`src/rtl/mem_port_arbiter.sv`:
```
// mem_port_arbiter: shares one fixed-latency single-ported memory between IF and DM, DM-first with IF anti-starvation
module mem_port_arbiter #(
  parameter int MEM_LATENCY  = 2,
  parameter int STARVE_LIMIT = 4
) (
  input  logic        i_clock,
  input  logic        i_reset_n,
  input  logic        i_if_req,
  input  logic [31:0] i_if_addr,
  output logic        o_if_gnt,
  output logic        o_if_valid,
  output logic [31:0] o_if_rdata,
  input  logic        i_dm_req,
  input  logic        i_dm_we,
  input  logic        i_dm_byte,
  input  logic [31:0] i_dm_addr,
  input  logic [31:0] i_dm_wdata,
  output logic        o_dm_gnt,
  output logic        o_dm_valid,
  output logic [31:0] o_dm_rdata,
  output logic        o_stall_if,
  output logic        o_stall_dm,
  output logic        o_mem_en,
  output logic        o_mem_we,
  output logic [31:0] o_mem_addr,
  output logic [31:0] o_mem_wdata,
  input  logic [31:0] i_mem_rdata
);
  localparam logic [1:0] S_IDLE   = 2'd0;
  localparam logic [1:0] S_BUSY_I = 2'd1;
  localparam logic [1:0] S_BUSY_D = 2'd2;
  localparam logic [3:0] LAT      = 4'(MEM_LATENCY);
  localparam logic [3:0] LIM      = 4'(STARVE_LIMIT);
  logic [1:0]  r_state;
  logic [3:0]  r_lat_cnt;
  logic [3:0]  r_starve_cnt;
  logic        r_we;
  logic        r_byte;
  logic [1:0]  r_boff;
  logic        r_if_valid;
  logic        r_dm_valid;
  logic [31:0] r_if_rdata;
  logic [31:0] r_dm_rdata;
  logic        w_idle;
  logic        w_force_if;
  logic        w_gnt_if;
  logic        w_gnt_dm;
  logic        w_done;
  logic [7:0]  w_byte;
  logic [31:0] w_load;
  logic        w_unused;
  // grants are combinational and suppressed while reset is asserted so every output reads 0
  assign w_idle     = i_reset_n && r_state == S_IDLE;
  assign w_force_if = r_starve_cnt == LIM;
  assign w_gnt_dm   = w_idle && i_dm_req && !(w_force_if && i_if_req);
  assign w_gnt_if   = w_idle && i_if_req && !w_gnt_dm;
  assign w_done     = r_state != S_IDLE && r_lat_cnt == 4'd1;
  assign w_unused   = ^i_if_addr[1:0];
  assign o_if_gnt    = w_gnt_if;
  assign o_dm_gnt    = w_gnt_dm;
  assign o_mem_en    = w_gnt_if | w_gnt_dm;
  assign o_mem_we    = w_gnt_dm & i_dm_we;
  assign o_mem_addr  = w_gnt_dm ? {i_dm_addr[31:2], 2'b00} : w_gnt_if ? {i_if_addr[31:2], 2'b00} : 32'h0;
  assign o_mem_wdata = o_mem_we ? i_dm_wdata : 32'h0;
  assign o_if_valid  = r_if_valid;
  assign o_dm_valid  = r_dm_valid;
  assign o_if_rdata  = r_if_rdata;
  assign o_dm_rdata  = r_dm_rdata;
  assign o_stall_if  = i_reset_n & i_if_req & ~r_if_valid;
  assign o_stall_dm  = i_reset_n & i_dm_req & ~r_dm_valid;
  // big-endian byte lane select, then sign extension for LB
  assign w_byte = r_boff == 2'd0 ? i_mem_rdata[31:24] : r_boff == 2'd1 ? i_mem_rdata[23:16] :
                  r_boff == 2'd2 ? i_mem_rdata[15:8] : i_mem_rdata[7:0];
  assign w_load = r_byte ? {{24{w_byte[7]}}, w_byte} : i_mem_rdata;
  // access FSM: a grant loads the latency counter, the last count returns to IDLE
  always_ff @(posedge i_clock or negedge i_reset_n) begin
    if (!i_reset_n) begin
      r_state   <= S_IDLE;
      r_lat_cnt <= 4'd0;
    end else if (w_gnt_dm || w_gnt_if) begin
      r_state   <= w_gnt_dm ? S_BUSY_D : S_BUSY_I;
      r_lat_cnt <= LAT;
    end else if (w_done) begin
      r_state   <= S_IDLE;
      r_lat_cnt <= 4'd0;
    end else if (r_state != S_IDLE) begin
      r_lat_cnt <= r_lat_cnt - 4'd1;
    end
  end
  // capture the DM access kind and byte offset needed when its data returns
  always_ff @(posedge i_clock or negedge i_reset_n) begin
    if (!i_reset_n) begin
      r_we   <= 1'b0;
      r_byte <= 1'b0;
      r_boff <= 2'd0;
    end else if (w_gnt_dm) begin
      r_we   <= i_dm_we;
      r_byte <= i_dm_byte & ~i_dm_we;
      r_boff <= i_dm_addr[1:0];
    end
  end
  // count DM wins over a waiting IF; reaching the limit hands the next grant to IF
  always_ff @(posedge i_clock or negedge i_reset_n) begin
    if (!i_reset_n) r_starve_cnt <= 4'd0;
    else if (!i_if_req || w_gnt_if) r_starve_cnt <= 4'd0;
    else if (w_gnt_dm && r_starve_cnt < LIM) r_starve_cnt <= r_starve_cnt + 4'd1;
  end
  // register returning data on the last latency cycle and pulse the matching valid next cycle
  always_ff @(posedge i_clock or negedge i_reset_n) begin
    if (!i_reset_n) begin
      r_if_valid <= 1'b0;
      r_dm_valid <= 1'b0;
      r_if_rdata <= 32'h0;
      r_dm_rdata <= 32'h0;
    end else begin
      r_if_valid <= w_done && r_state == S_BUSY_I;
      r_dm_valid <= w_done && r_state == S_BUSY_D;
      if (w_done && r_state == S_BUSY_I) r_if_rdata <= i_mem_rdata;
      if (w_done && r_state == S_BUSY_D && !r_we) r_dm_rdata <= w_load;
    end
  end
endmodule

```
`config.mk`:
```
export PLATFORM = sky130hd
export DESIGN_NAME = mem_port_arbiter
export DESIGN_NICKNAME = d
export VERILOG_FILES = /design/src/rtl/mem_port_arbiter.sv
export SDC_FILE = /design/constraint.sdc
export NUM_CORES = 1
export LEC_CHECK = 0
export ABC_AREA = 1
export CAP_MARGIN = 15
export CORE_MARGIN = 2
export CORE_UTILIZATION = 41
export CTS_BUF_LIST = sky130_fd_sc_hd__clkbuf_16
export CTS_CLUSTER_SIZE = 12
export DETAILED_ROUTE_END_ITERATION = 10
export PLACE_DENSITY = 0.87
export SYNTH_ARGS = -nofsm -noshare
export SYNTH_HDL_FRONTEND = slang
export SYNTH_SLANG_ARGS = --single-unit
```
`constraint.sdc`:
```
create_clock -name i_clock -period 4.05 [get_ports i_clock]
set_input_delay 1.0125 -clock i_clock [delete_from_list [all_inputs] [get_ports i_clock]]
set_output_delay 1.0125 -clock i_clock [all_outputs]
set_load 0.1 [all_outputs]
```
==> results of run 1 <==
==> Yosys cell counts, types with 2 or more instances <==
library cell	count
sky130_fd_sc_hd__inv_1	81
sky130_fd_sc_hd__a21oi_1	17
sky130_fd_sc_hd__nand2_1	177
sky130_fd_sc_hd__o21ai_0	41
sky130_fd_sc_hd__buf_2	15
sky130_fd_sc_hd__nand4_1	3
sky130_fd_sc_hd__xor2_1	3
sky130_fd_sc_hd__o21ai_1	4
sky130_fd_sc_hd__nand2_2	3
sky130_fd_sc_hd__inv_2	4
sky130_fd_sc_hd__nand3_1	14
sky130_fd_sc_hd__ha_1	4
sky130_fd_sc_hd__nor2_4	2
sky130_fd_sc_hd__nor2_2	3
sky130_fd_sc_hd__clkbuf_1	7
sky130_fd_sc_hd__dfrtp_1	80
sky130_fd_sc_hd__buf_12	2
sky130_fd_sc_hd__nor2_1	139
sky130_fd_sc_hd__buf_4	5
sky130_fd_sc_hd__a21oi_2	21
sky130_fd_sc_hd__nand2_4	2
==> state kept, by name, summed over array words and instances, names as in the netlist <==
register      cells
r_boff            2
r_lat_cnt         4
r_byte            1
r_starve_cnt      4
o_if_valid        1
r_state           2
o_dm_rdata       32
o_dm_valid        1
o_if_rdata       32
r_we              1
==> layer usage <==
metal	track usage [%]	up-vias	share of wire, %
met3	7.90	32	8.2
met4	9.71	2	2.7
met2	53.4	214	55
met1	30.3	2355	34
met5	0	-	0.079
li1	-	2414	-
==> per-stage QoR <==
| step | power (mW) | cells |
|---|---|---|
| 6_report | 7.44 | 1033 |
| 5_1_grt | 7.74 | 1032 |
| 4_1_cts | 7.46 | 1032 |
| 3_5_place_dp | 6.69 | 1016 |
| 3_3_place_gp | 6.60 | 1016 |
| 2_1_floorplan | 5.24 | 635 |
==> power breakdown <==
group	internal, mW	switching, mW
logic	1.31	3.99
clock network	0.414	0.333
registers	1.17	0.228
total	2.89	4.55
==> area by class of cell <==
class / count / share of cell area, %
timing repair buffer: 272 / 41.5
tap: 140 / 2.13
clock inverter: 7 / 0.577
multi-input combinational: 438 / 24.8
clock buffer: 9 / 2.73
sequential: 80 / 24.3
inverter: 86 / 3.92
antenna: 1 / 0.0304
==> worst min-delay path: stages, from the launching register on <==
cell                      delay [ps]
sky130_fd_sc_hd__dfrtp_1         340
sky130_fd_sc_hd__nand2_1          50
sky130_fd_sc_hd__nand2_1          50
==> kinds of logic (layout without fill, tap and decap cells) <==
kind of cell,count (synthesis),after routing,share of synthesized area (%)
XOR/XNOR,3,3,0.587
other,1,3,0.0838
adder cells (fa/ha/maj),4,4,1.12
buffers and inverters,117,374,11.6
AO/OA/AOI/OAI,85,85,11.4
flip-flops,80,80,44.7
AND/OR/NAND/NOR,344,344,30.6
==> how the worst max path moves through the flow <==
stage                 endpoint      start  slack (ps)
6_report       o_mem_wdata[10]   i_dm_req         310
5_1_grt        o_mem_wdata[13]   i_dm_req         200
4_1_cts        o_mem_wdata[13]   i_dm_req         310
3_5_place_dp   o_mem_wdata[13]   i_dm_req         310
3_3_place_gp   o_mem_wdata[31]   i_dm_req         390
2_1_floorplan  o_mem_wdata[10]  i_reset_n           1
==> metrics.log, run 1 <==
[metrics] number of clock sinks: 80
[metrics] number of standard cells after synthesis: 634
[metrics] Synth area leader: sky130_fd_sc_hd__dfrtp_1
[metrics] final setup TNS: 0 ps
[metrics] Hold Path Sink: r_state[0]$_DFFE_PN0P_
[metrics] Post-synth EDFFs: 0
[metrics] number of buffer and inverter instances along the worst setup path: 4
[metrics] final non-filler cell area: 8240 sq um
[metrics] launching point of the worst reg2reg path: r_lat_cnt[1]$_DFFE_PN0P_
[metrics] Final setup violation count: 0
[metrics] largest buffer count on any clock path: 2
[metrics] post-route clock skew: 8.72 ps
[metrics] share of the cycle needed by the critical path after routing: 92.3%
[metrics] worst hold-check slack: 472 ps
[metrics] leading cell type in the layout, fill and taps excluded: sky130_fd_sc_hd__clkdlybuf4s50_1
[metrics] Synth Register Bits: 80
[metrics] number of buffers created by CTS: 9
[metrics] Worst Max-Slew Pin Slew: 1070 ps
[metrics] relative slew slack: 28.8%
[metrics] Root Buffer: sky130_fd_sc_hd__clkbuf_16
[metrics] floorplan core area: 10,700 sq um
[metrics] Max H-tree Level: 3
[metrics] initial antenna violation count: 2
[metrics] Total Routed Length: 16,500 um
[metrics] IO buf count: 265
[metrics] Max IR drop VDD: about 730 uV
[metrics] power density relative to cell area: roughly 900 nW/um^2
[metrics] Resized Gates After CTS: 0
[metrics] leading cell types by total area after synthesis: sky130_fd_sc_hd__dfrtp_1 45%, sky130_fd_sc_hd__nand2_1 15%, sky130_fd_sc_hd__nor2_1 12%
[metrics] count of nets after finishing: 1,025
[metrics] result of the run: finished, final reports clean
[metrics] HPWL after detailed placement: about 13,000 um
[metrics] area occupied by multi-input gates: just over 2000 sq um
[metrics] critical path peak fanout: 30
[metrics] minimum setup slack after placement: 309 ps
[metrics] total congestion overflow after global routing: 0
[metrics] first-iteration detailed-routing DRC count: about 380
[metrics] critical path's top delay family: buffers and inverters
[metrics] arrival time of the worst setup path: ~2700 ps
[metrics] setup repair after global routing missed its margin: false
[metrics] postcts setup bufs: 0
[metrics] fin worst setup slack: 310 ps
[metrics] Initial DRT Pass Iterations: 5
[metrics] starting density of the core: 41.7%
[metrics] total number of yosys warnings: 0
[metrics] series of cell instances along the critical path: clkdlybuf4s50_1 -> nand2_1 -> nor2_2 -> nand2_1 -> nor2_4 -> inv_2 -> buf_12 -> nor2_2 -> buf_12
[metrics] max-slew violation count: 0
[metrics] number of hold-repair buffers added at the cts stage: 0
[metrics] worst-path cell with the longest stage delay: sky130_fd_sc_hd__clkdlybuf4s50_1
[metrics] Die Ht: 108 um
[metrics] total count of hold-check failures in the final report: 0
[metrics] area added between synthesis and finish: 84.2%
[metrics] fraction of layout cells with a size suffix above 1: 17.8%
[metrics] placed inst area: 7970 sq um
[metrics] area of the mapped netlist: 4480 sq um
[metrics] required time of the critical path: 3040 ps
[metrics] fraction of post-synthesis cell area in the top cell type by area: between 40% and 50%
[metrics] source-to-sink clock delay at the later pin of the worst-skew pair: about 330 ps
[metrics] die outline area: ~12,000 sq um
[metrics] capture point of the worst reg-to-reg path: o_dm_rdata[8]$_DFFE_PN0P_
[metrics] fraction of registers with async set or reset after synthesis: 100%
[metrics] routed length per instance: 16.0 um
[metrics] Stages on worst setup path: 9
[metrics] first-pass GRT wire length: roughly 26,000 um
[metrics] via count of the first global-routing pass: roughly 5,200
[metrics] total routing resource utilization after global routing: 28.4%
[metrics] shortest period the worst path allows: 3740 ps
[metrics] FILL cells: 766
[metrics] depth of the most critical reg-to-reg path: 9
[metrics] num ports: 270
[metrics] kind of start point of the critical path: input pin
[metrics] number of distinct standard cells referenced by the synthesized netlist: 28
[metrics] Die X: about 110 um
[metrics] via density per instance: 4.86
[metrics] nature of the critical path endpoint: primary output
[metrics] longest individual stage delay on the worst path: 460 ps
[metrics] prevailing post-synth register cell: sky130_fd_sc_hd__dfrtp_1
[metrics] vias: between 5,000 and 6,000
[metrics] clock slew seen by the registers of the worst setup and hold paths: 60 ps
[metrics] antenna-violating nets left: 0
[metrics] DRC: 0
[metrics] leakage power of the design: 3.96 nW
[metrics] number of maximum-capacitance constraint violations: 0
[metrics] TritonCTS clock tree: done
[metrics] worst min path class: reg -> reg
[metrics] area taken by flip-flops and latches: 2000 sq um
[metrics] Critical Setup Path Class: in -> out
[metrics] hold path cells: 2
[metrics] leading cell types in the layout, fill and taps excluded: 196 x sky130_fd_sc_hd__clkdlybuf4s50_1, 176 x sky130_fd_sc_hd__nand2_1, 107 x sky130_fd_sc_hd__nor2_1
[metrics] setup slack of the most critical reg-to-reg path: 1750 ps
[metrics] row count: 38
[metrics] maximum number of pins on one net before global-route repair: 67
[metrics] final weighted congestion in routability-driven placement: 0.814
[metrics] post-synthesis sequential area ratio: 44.7%
[metrics] f_max: 0.267 GHz
[metrics] synthesized area per cell: 7.06 sq um
[metrics] end-of-flow core utilization: between 70 and 80%
[metrics] origin of the worst min-delay path: r_state[0]$_DFFE_PN0P_
Power figures use the tool's default switching activity.
==> run 2: changes to the inputs <==
ABC_AREA = 0   (was 1)
CORE_UTILIZATION = 38   (was 41)
PLACE_DENSITY = 0.81   (was 0.87)
clock period = 4.1 ns   (was 4.05 ns; I/O delays follow)
==> run 2 against run 1 <==
Net effect:
- the run now ends with design-rule violations left
- sequential power up 6%
- wire length up 13%
- critical path depth down 2
- first-iteration DRC count down 6.1%
- via count down 4.8%
- non-clock buffer count up 9
- synthesized cell count down 29%
- global-route usage up 0.84 points
- hold slack better by 36 ps
- area after synthesis up 0.89%
==> metrics.log, run 2 <==
[metrics] fin worst setup slack: 166 ps (-145 ps)
[metrics] HPWL after detailed placement: 13,900 um (+7.2%)
[metrics] failing checks: design-rule violations
[metrics] result of the run: finished, violations left
[metrics] Root Buffer: sky130_fd_sc_hd__clkbuf_16
[metrics] total routing resource utilization after global routing: 29.3% (+0.84 points)
[metrics] Synth area leader: sky130_fd_sc_hd__dfrtp_1
[metrics] worst setup path startpoint: i_if_req
[metrics] switching power: 4.25 mW (-6.5%)
[metrics] Total Routed Length: 18,600 um (+13%)
[metrics] Final setup violation count: 0 (unchanged)
[metrics] total count of hold-check failures in the final report: 0 (unchanged)
[metrics] vias: 4,776 (-4.8%)
[metrics] TritonCTS clock tree: done
[metrics] Reg power frac: 19.9% (+1.1 points)
[metrics] relative slew slack: 20.3% (-8.5 points)
[metrics] via count of the first global-routing pass: 5,045 (-2.4%)
[metrics] antenna-violating nets left: 0 (unchanged)
[metrics] source-to-sink clock delay at the later pin of the worst-skew pair: 340 ps (about the same)
[metrics] count of nets after finishing: 834 (-19%)
[metrics] fraction of layout cells with a size suffix above 1: 27.0% (+9.1 points)
[metrics] Worst Max-Slew Pin Slew: 1200 ps (+129 ps)
[metrics] final cell count without fillers: 845 (-18%)
[metrics] Resized Gates After CTS: 0 (unchanged)
[metrics] total congestion overflow after global routing: 0 (unchanged)
[metrics] destination of the critical timing path: o_if_gnt
[metrics] required time of the critical path: 3070 ps (+30 ps)
[metrics] synth cell count leaders: 80 x sky130_fd_sc_hd__dfrtp_1, 71 x sky130_fd_sc_hd__a21oi_1, 38 x sky130_fd_sc_hd__clkbuf_1
[metrics] met3 track demand over resource: 9.21% (+1.3 points)
[metrics] depth of the most critical reg-to-reg path: 4 (-5)
[metrics] postcts setup bufs: 0 (unchanged)
[metrics] largest buffer count on any clock path: 2 (unchanged)
[metrics] number of distinct standard cells referenced by the synthesized netlist: 42 (+50%)
[metrics] leading cell types in the layout, fill and taps excluded: 196 x sky130_fd_sc_hd__clkdlybuf4s50_1, 80 x sky130_fd_sc_hd__dfrtp_1, 68 x sky130_fd_sc_hd__buf_12
[metrics] leading cell type by number of instances after synthesis: sky130_fd_sc_hd__dfrtp_1
[metrics] number of clock sinks: 80 (unchanged)
[metrics] Die X: 113 um (+4.2%)
[metrics] Pint: 3.16 mW (+9.5%)
[metrics] leading cell type in the layout, fill and taps excluded: sky130_fd_sc_hd__clkdlybuf4s50_1
[metrics] Die Ht: 113 um (+4.2%)
[metrics] Initial DRT Pass Iterations: 9 (+4)
[metrics] arrival time of the worst setup path: 2910 ps (+180 ps)
[metrics] origin of the worst min-delay path: o_if_rdata[3]$_DFFE_PN0P_
[metrics] worst hold-check slack: 508 ps (+36.0 ps)
[metrics] Max H-tree Level: 3 (unchanged)
[metrics] die outline area: 12,800 sq um (+8.5%)
[metrics] DRC: 10 (+10)
[metrics] critical path peak fanout: 12 (-60%)
[metrics] setup repair after global routing missed its margin: false
[metrics] num ports: 270 (unchanged)
[metrics] Switching Share: 57.4% (-3.8 points)
[metrics] setup slack of the most critical reg-to-reg path: 1650 ps (-100 ps)
[metrics] Max IR drop VDD: 978 uV (+34%)
[metrics] number of hold-repair buffers added at the cts stage: 0 (unchanged)
[metrics] share of the cycle needed by the critical path after routing: 96.0%
[metrics] floorplan core area: 11,500 sq um (+7.2%)
[metrics] minimum setup slack after placement: 201 ps (-108 ps)
[metrics] shortest period the worst path allows: 3930 ps
[metrics] fraction of registers with async set or reset after synthesis: 100% (unchanged)
[metrics] first-pass GRT wire length: 28,800 um (+12%)
[metrics] final setup TNS: 0 ps (unchanged)
[metrics] final weighted congestion in routability-driven placement: 0.956 (+17%)
[metrics] first-iteration detailed-routing DRC count: 353 (-6.1%)
[metrics] number of buffers created by CTS: 9 (unchanged)
[metrics] capture point of the worst reg-to-reg path: o_dm_rdata[10]$_DFFE_PN0P_
[metrics] Clock power frac: 13.3% (+3.3 points)
[metrics] power density relative to cell area: 878 nW/um^2 (-2.7%)
[metrics] launching point of the worst reg2reg path: r_state[0]$_DFFE_PN0P_
[metrics] Synth Register Bits: 80 (unchanged)
[metrics] row count: 39 (+2.6%)
[metrics] via density per instance: 5.65 (+16%)
[metrics] prevailing post-synth register cell: sky130_fd_sc_hd__dfrtp_1
[metrics] initial antenna violation count: 1 (-1)
[metrics] nature of the critical path endpoint: primary output
[metrics] Critical Setup Path Class: in -> out
[metrics] fraction of power consumed by combinational cells: 66.8% (-4.4 points)
[metrics] post-route clock skew: 5.93 ps (-2.79 ps)
[metrics] total number of yosys warnings: 0 (unchanged)
[metrics] fraction of post-synthesis cell area in the top cell type by area: 44.3% (-0.40 points)
[metrics] number of maximum-capacitance constraint violations: 0 (unchanged)
[metrics] starting density of the core: 39.2% (-2.4 points)
[metrics] Post-synth EDFFs: 0 (unchanged)
[metrics] number of standard cells after synthesis: 452 (-29%)
[metrics] max-slew violation count: 0 (unchanged)
[metrics] leading cell types by total area after synthesis: sky130_fd_sc_hd__dfrtp_1 44%, sky130_fd_sc_hd__mux2_2 8.0%, sky130_fd_sc_hd__a21oi_1 7.9%
[metrics] area added between synthesis and finish: 87.0%
[metrics] M1 GR Usage: 35.4% (+5.1 points)
[metrics] leakage power of the design: 3.36 nW (-15%)
[metrics] synthesized area per cell: 9.99 sq um (+42%)
[metrics] routed length per instance: 22.1 um (+38%)
[metrics] end-of-flow core utilization: 73.3% (-3.4 points)
[metrics] f_max: 0.254 GHz
[metrics] maximum number of pins on one net before global-route repair: 85 (+27%)
[metrics] IO buf count: 265 (unchanged)
[metrics] clock slew seen by the registers of the worst setup and hold paths: 60 ps (about the same)
[metrics] met2 global-route usage: 48.9% (-4.5 points)
[metrics] area of the mapped netlist: 4520 sq um (+0.89%)
[metrics] number of placed instances, taps included: 828 (-19%)
[metrics] worst min path class: reg -> reg
[metrics] kind of start point of the critical path: input pin
[metrics] post-synthesis sequential area ratio: 44.3% (-0.40 points)
[metrics] busiest layer in global routing: met2
==> run 2: changes by cell type after synthesis, sizes merged, moves of 19 or more <==
cell    before  now
a21oi       38   71
a31oi        1   28
and2         0   34
clkbuf       8   38
inv         85    9
mux2         0   35
nand2      182    6
nand2b       0   25
nand3       15   34
nor2       144    3
o211ai       1   30
o21ai       45    2
==> run 2: metrics by stage <==
step | power, mW | cell area [sq um]
global route | 7.64 | 8440
global placement | 6.29 | 8070
detailed placement | 6.39 | 8070
CTS | 7.41 | 8440
floorplan | 5.03 | 4650
finish | 7.42 | 8440
==> run 2: critical path, stage by stage <==
cell and delay (ps):
sky130_fd_sc_hd__clkdlybuf4s50_1 530, sky130_fd_sc_hd__buf_4 210, sky130_fd_sc_hd__nand4b_1 140, sky130_fd_sc_hd__buf_4 180, sky130_fd_sc_hd__a21oi_1 380, sky130_fd_sc_hd__and2_1 260
sky130_fd_sc_hd__buf_12 190
==> run 2: layer usage <==
| metal | up-vias | share of wire [%] |
|---|---|---|
| met5 | - | 0 |
| met4 | 0 | 3.9 |
| met3 | 56 | 8.6 |
| met2 | 290 | 49 |
| met1 | 2299 | 38 |
| li1 | 2131 | - |
==> run 2: area by class of cell <==
type / instances / area [sq um]
timing repair buffer: 281 / 3450
fill: 754 / 3070
multi-input combinational: 315 / 2410
sequential: 80 / 2000
clock buffer: 9 / 225
tap: 143 / 179
clock inverter: 7 / 143
inverter: 9 / 33.8
antenna: 1 / 2.50
==> run 2: power groups by stage <==
| stage | Clock (mW) | Sequential, mW | Combinational (mW) |
|---|---|---|---|
| after floorplan | 0 | 3.68 | 1.34 |
| after global placement | 0 | 1.44 | 4.85 |
| after detailed placement | 0 | 1.47 | 4.92 |
| after CTS | 0.989 | 1.47 | 4.95 |
| after global routing | 1.02 | 1.52 | 5.09 |
| final | 0.990 | 1.48 | 4.95 |
==> run 2: logic make-up after synthesis <==
kind of cell,after synthesis,synth area share (%)
adders and majority gates,4,1.11
other,1,0.0830
xor gates and xnor gates,1,0.194
buffers and inverters,58,5.46
and+or+nand+nor,118,15.7
muxes,50,14.5
DFF,80,44.3
AOI/OAI and AO/OA,140,18.6
==> run 2: how the worst min path moves through the flow <==
| stage | to | slack, ps | cells after the start |
|---|---|---|---|
| finish | o_if_rdata[3]$_DFFE_PN0P_ | 510 | 1 |
| global route | o_if_rdata[14]$_DFFE_PN0P_ | 530 | 1 |
| CTS | o_if_rdata[3]$_DFFE_PN0P_ | 510 | 1 |
| detailed placement | o_if_rdata[14]$_DFFE_PN0P_ | 500 | 1 |
| global placement | r_we$_DFFE_PN0P_ | 480 | 1 |
| floorplan | r_we$_DFFE_PN0P_ | 450 | 1 |
==> run 3: changes to the inputs <==
--- a/constraint.sdc
+++ b/constraint.sdc
@@ -3,2 +3,2 @@
 set_output_delay 1.025 -clock i_clock [all_outputs]
-set_load 0.1 [all_outputs]
+set_load 0.005 [all_outputs]
==> run 3 against run 2 <==
Net effect:
- the run still ends with design-rule violations left
- via count shrank 2.8%
- combinational power decreased by 59%
- clock power decreased by 20%
- critical path depth is 1 lower
- register-to-register slack gained 110 ps
- die area stayed put
==> metrics.log, run 3 (same netlist as run 2, synthesis figures left out) <==
[metrics] via count of the first global-routing pass: 4,680 (-7.2%)
[metrics] fraction of layout cells with a size suffix above 1: 12.3% (-15 points)
[metrics] first-pass GRT wire length: 26,000 um (-9.8%)
[metrics] clock slew seen by the registers of the worst setup and hold paths: 60 ps (about the same)
[metrics] number of buffers created by CTS: 9 (unchanged)
[metrics] max-slew violation count: 0 (unchanged)
[metrics] total routing resource utilization after global routing: 26.1% (-3.2 points)
[metrics] final setup TNS: 0 ps (unchanged)
[metrics] antenna-violating nets left: 0 (unchanged)
[metrics] Switching Share: 32.8% (-25 points)
[metrics] maximum number of pins on one net before global-route repair: 51 (-40%)
[metrics] total count of hold-check failures in the final report: 0 (unchanged)
[metrics] floorplan core area: 11,500 sq um (unchanged)
[metrics] arrival time of the worst setup path: 2920 ps (about the same)
[metrics] first-iteration detailed-routing DRC count: 316 (-10%)
[metrics] Max IR drop VDD: 339 uV (-65%)
[metrics] Pint: 2.86 mW (-9.5%)
[metrics] Critical Setup Path Class: in -> out
[metrics] fraction of power consumed by combinational cells: 47.4% (-19 points)
[metrics] switching power: 1.40 mW (-67%)
[metrics] vias: 4,640 (-2.8%)
[metrics] critical path peak fanout: 30 (+18)
[metrics] IO buf count: 265 (unchanged)
[metrics] area taken by flip-flops and latches: 2000 sq um (unchanged)
[metrics] Final setup violation count: 0 (unchanged)
[metrics] Total Routed Length: 17,100 um (-8.2%)
[metrics] depth of the most critical reg-to-reg path: 7 (+3)
[metrics] number of buffer and inverter instances along the worst setup path: 4 (unchanged)
[metrics] Die X: 113 um (unchanged)
[metrics] num ports: 270 (unchanged)
[metrics] leading cell type in the layout, fill and taps excluded: sky130_fd_sc_hd__clkdlybuf4s50_1
[metrics] kind of start point of the critical path: input pin
[metrics] relative slew slack: 48.0% (+28 points)
[metrics] TritonCTS clock tree: done
[metrics] routed length per instance: 20.1 um (-8.8%)
[metrics] Max H-tree Level: 3 (unchanged)
[metrics] area added between synthesis and finish: 70.0%
[metrics] nature of the critical path endpoint: primary output
[metrics] number of maximum-capacitance constraint violations: 0 (unchanged)
[metrics] launching point of the worst reg2reg path: r_lat_cnt[1]$_DFFE_PN0P_
[metrics] post-route clock skew: 5.51 ps (-0.413 ps)
[metrics] power density relative to cell area: 555 nW/um^2 (-37%)
[metrics] end-of-flow core utilization: 66.6% (-6.7 points)
[metrics] longest individual stage delay on the worst path: 560 ps (+30 ps)
[metrics] f_max: 0.254 GHz (-0.23%)
[metrics] worst-path cell with the longest stage delay: sky130_fd_sc_hd__clkdlybuf4s50_1
[metrics] total congestion overflow after global routing: 0 (unchanged)
[metrics] capture point of the worst reg-to-reg path: o_dm_rdata[14]$_DFFE_PN0P_
[metrics] leading cell types in the layout, fill and taps excluded: 263 x sky130_fd_sc_hd__clkdlybuf4s50_1, 80 x sky130_fd_sc_hd__dfrtp_1, 71 x sky130_fd_sc_hd__a21oi_1
[metrics] count of nets after finishing: 840 (+0.72%)
[metrics] Hold Path Sink: r_we$_DFFE_PN0P_
[metrics] Clock power frac: 18.7% (+5.4 points)
[metrics] HPWL after detailed placement: 12,800 um (-7.9%)
[metrics] Worst Max-Slew Pin Slew: 778 ps (-418 ps)
[metrics] starting density of the core: 39.2% (unchanged)
[metrics] worst hold-check slack: 502 ps (-6.18 ps)
[metrics] leakage power of the design: 3.05 nW (-9.2%)
[metrics] shortest period the worst path allows: 3940 ps (+9.18 ps)
[metrics] origin of the worst min-delay path: r_we$_DFFE_PN0P_
[metrics] FILL cells: 894 (+19%)
[metrics] series of cell instances along the critical path: clkdlybuf4s50_1 -> inv_1 -> buf_4 -> o211ai_1 -> a21oi_1 -> clkdlybuf4s50_1
[metrics] critical path's top delay family: buffers and inverters
[metrics] worst min path class: reg -> reg
[metrics] number of clock sinks: 80 (unchanged)
[metrics] via density per instance: 5.46 (-3.4%)
[metrics] result of the run: finished, violations left
[metrics] final weighted congestion in routability-driven placement: 0.921 (-3.7%)
[metrics] DRC: 7 (-3)
[metrics] largest buffer count on any clock path: 2 (unchanged)
[metrics] row count: 39 (unchanged)
[metrics] Die Ht: 113 um (unchanged)
[metrics] area occupied by multi-input gates: 2280 sq um (-5.2%)
[metrics] initial antenna violation count: 0 (-1)
[metrics] hold path cells: 1 (unchanged)
[metrics] Initial DRT Pass Iterations: 8 (-1)
[metrics] setup slack of the most critical reg-to-reg path: 1760 ps (+110 ps)
[metrics] Root Buffer: sky130_fd_sc_hd__clkbuf_16
[metrics] failing checks: design-rule violations
[metrics] die outline area: 12,800 sq um (unchanged)
[metrics] setup repair after global routing missed its margin: false
[metrics] required time of the critical path: 3070 ps (about the same)
[metrics] Reg power frac: 34.0% (+14 points)
[metrics] cell repeated most along the worst path: sky130_fd_sc_hd__clkdlybuf4s50_1
[metrics] source-to-sink clock delay at the later pin of the worst-skew pair: 330 ps (about the same)
[metrics] share of the cycle needed by the critical path after routing: 96.2% (+0.22 points)
[metrics] antenna diode instance count: 0 (-1)
-- run 3: repair_timing --
action,4_1_cts,5_1_grt
resized for setup,0,2
hold buffers,0,0
buffers inserted,0,2
setup endpoints to repair,0,32
-- run 3: power groups by stage --
stage          clock, mW  combinational [mW]  sequential, mW
4_1_cts            0.807                2.01            1.45
3_5_place_dp           0                1.99            1.45
2_1_floorplan          0               0.896            1.38
5_1_grt            0.843                2.16            1.50
3_3_place_gp           0                1.94            1.42
6_report           0.795                2.02            1.45
-- run 3: how the worst max path moves through the flow --
stage | from | to | depth (start not counted)
CTS | i_if_req | o_mem_wdata[12] | 7
finish | i_dm_req | o_mem_addr[28] | 6
global route | i_dm_req | o_mem_addr[28] | 6
global placement | i_if_req | o_mem_wdata[12] | 7
detailed placement | i_if_req | o_mem_wdata[12] | 7
floorplan | i_reset_n | o_mem_wdata[10] | 5
-- run 3: area by class of cell --
| type | count | share of cell area (%) |
|---|---|---|
| multi-input combinational | 315 | 29.8 |
| sequential | 80 | 26.1 |
| tap | 143 | 2.33 |
| clock inverter | 7 | 0.929 |
| inverter | 9 | 0.440 |
| clock buffer | 9 | 2.93 |
| timing repair buffer | 287 | 37.5 |
-- run 3: worst reg2reg max path: stages (launching register included) --
cell and delay, ps:
sky130_fd_sc_hd__dfrtp_1 410, sky130_fd_sc_hd__inv_1 110, sky130_fd_sc_hd__ha_1 180, sky130_fd_sc_hd__nor3b_4 180, sky130_fd_sc_hd__buf_4 360, sky130_fd_sc_hd__and2_1 590, sky130_fd_sc_hd__buf_8 240, sky130_fd_sc_hd__a31oi_1 110
-- run 3: metrics by stage --
| step | instances | setup WS, ps | area, sq um | power (mW) |
|---|---|---|---|---|
| after global placement | 830 | 70.6 | 7320 | 3.37 |
| after CTS | 846 | 29.9 | 7620 | 4.26 |
| after floorplan | 453 | 901 | 4520 | 2.28 |
| after global routing | 850 | 41.4 | 7670 | 4.51 |
| final | 850 | 157 | 7670 | 4.26 |
| after detailed placement | 830 | 49.4 | 7320 | 3.44 |
-- run 3: routing by layer --
layer	global-route usage (%)	part of all wire [%]	wire (um)
met5	0	0	0
met4	9.51	3.6	614
met3	5.78	6.0	1030
met2	41.6	48	8220
met1	35.0	42	7260
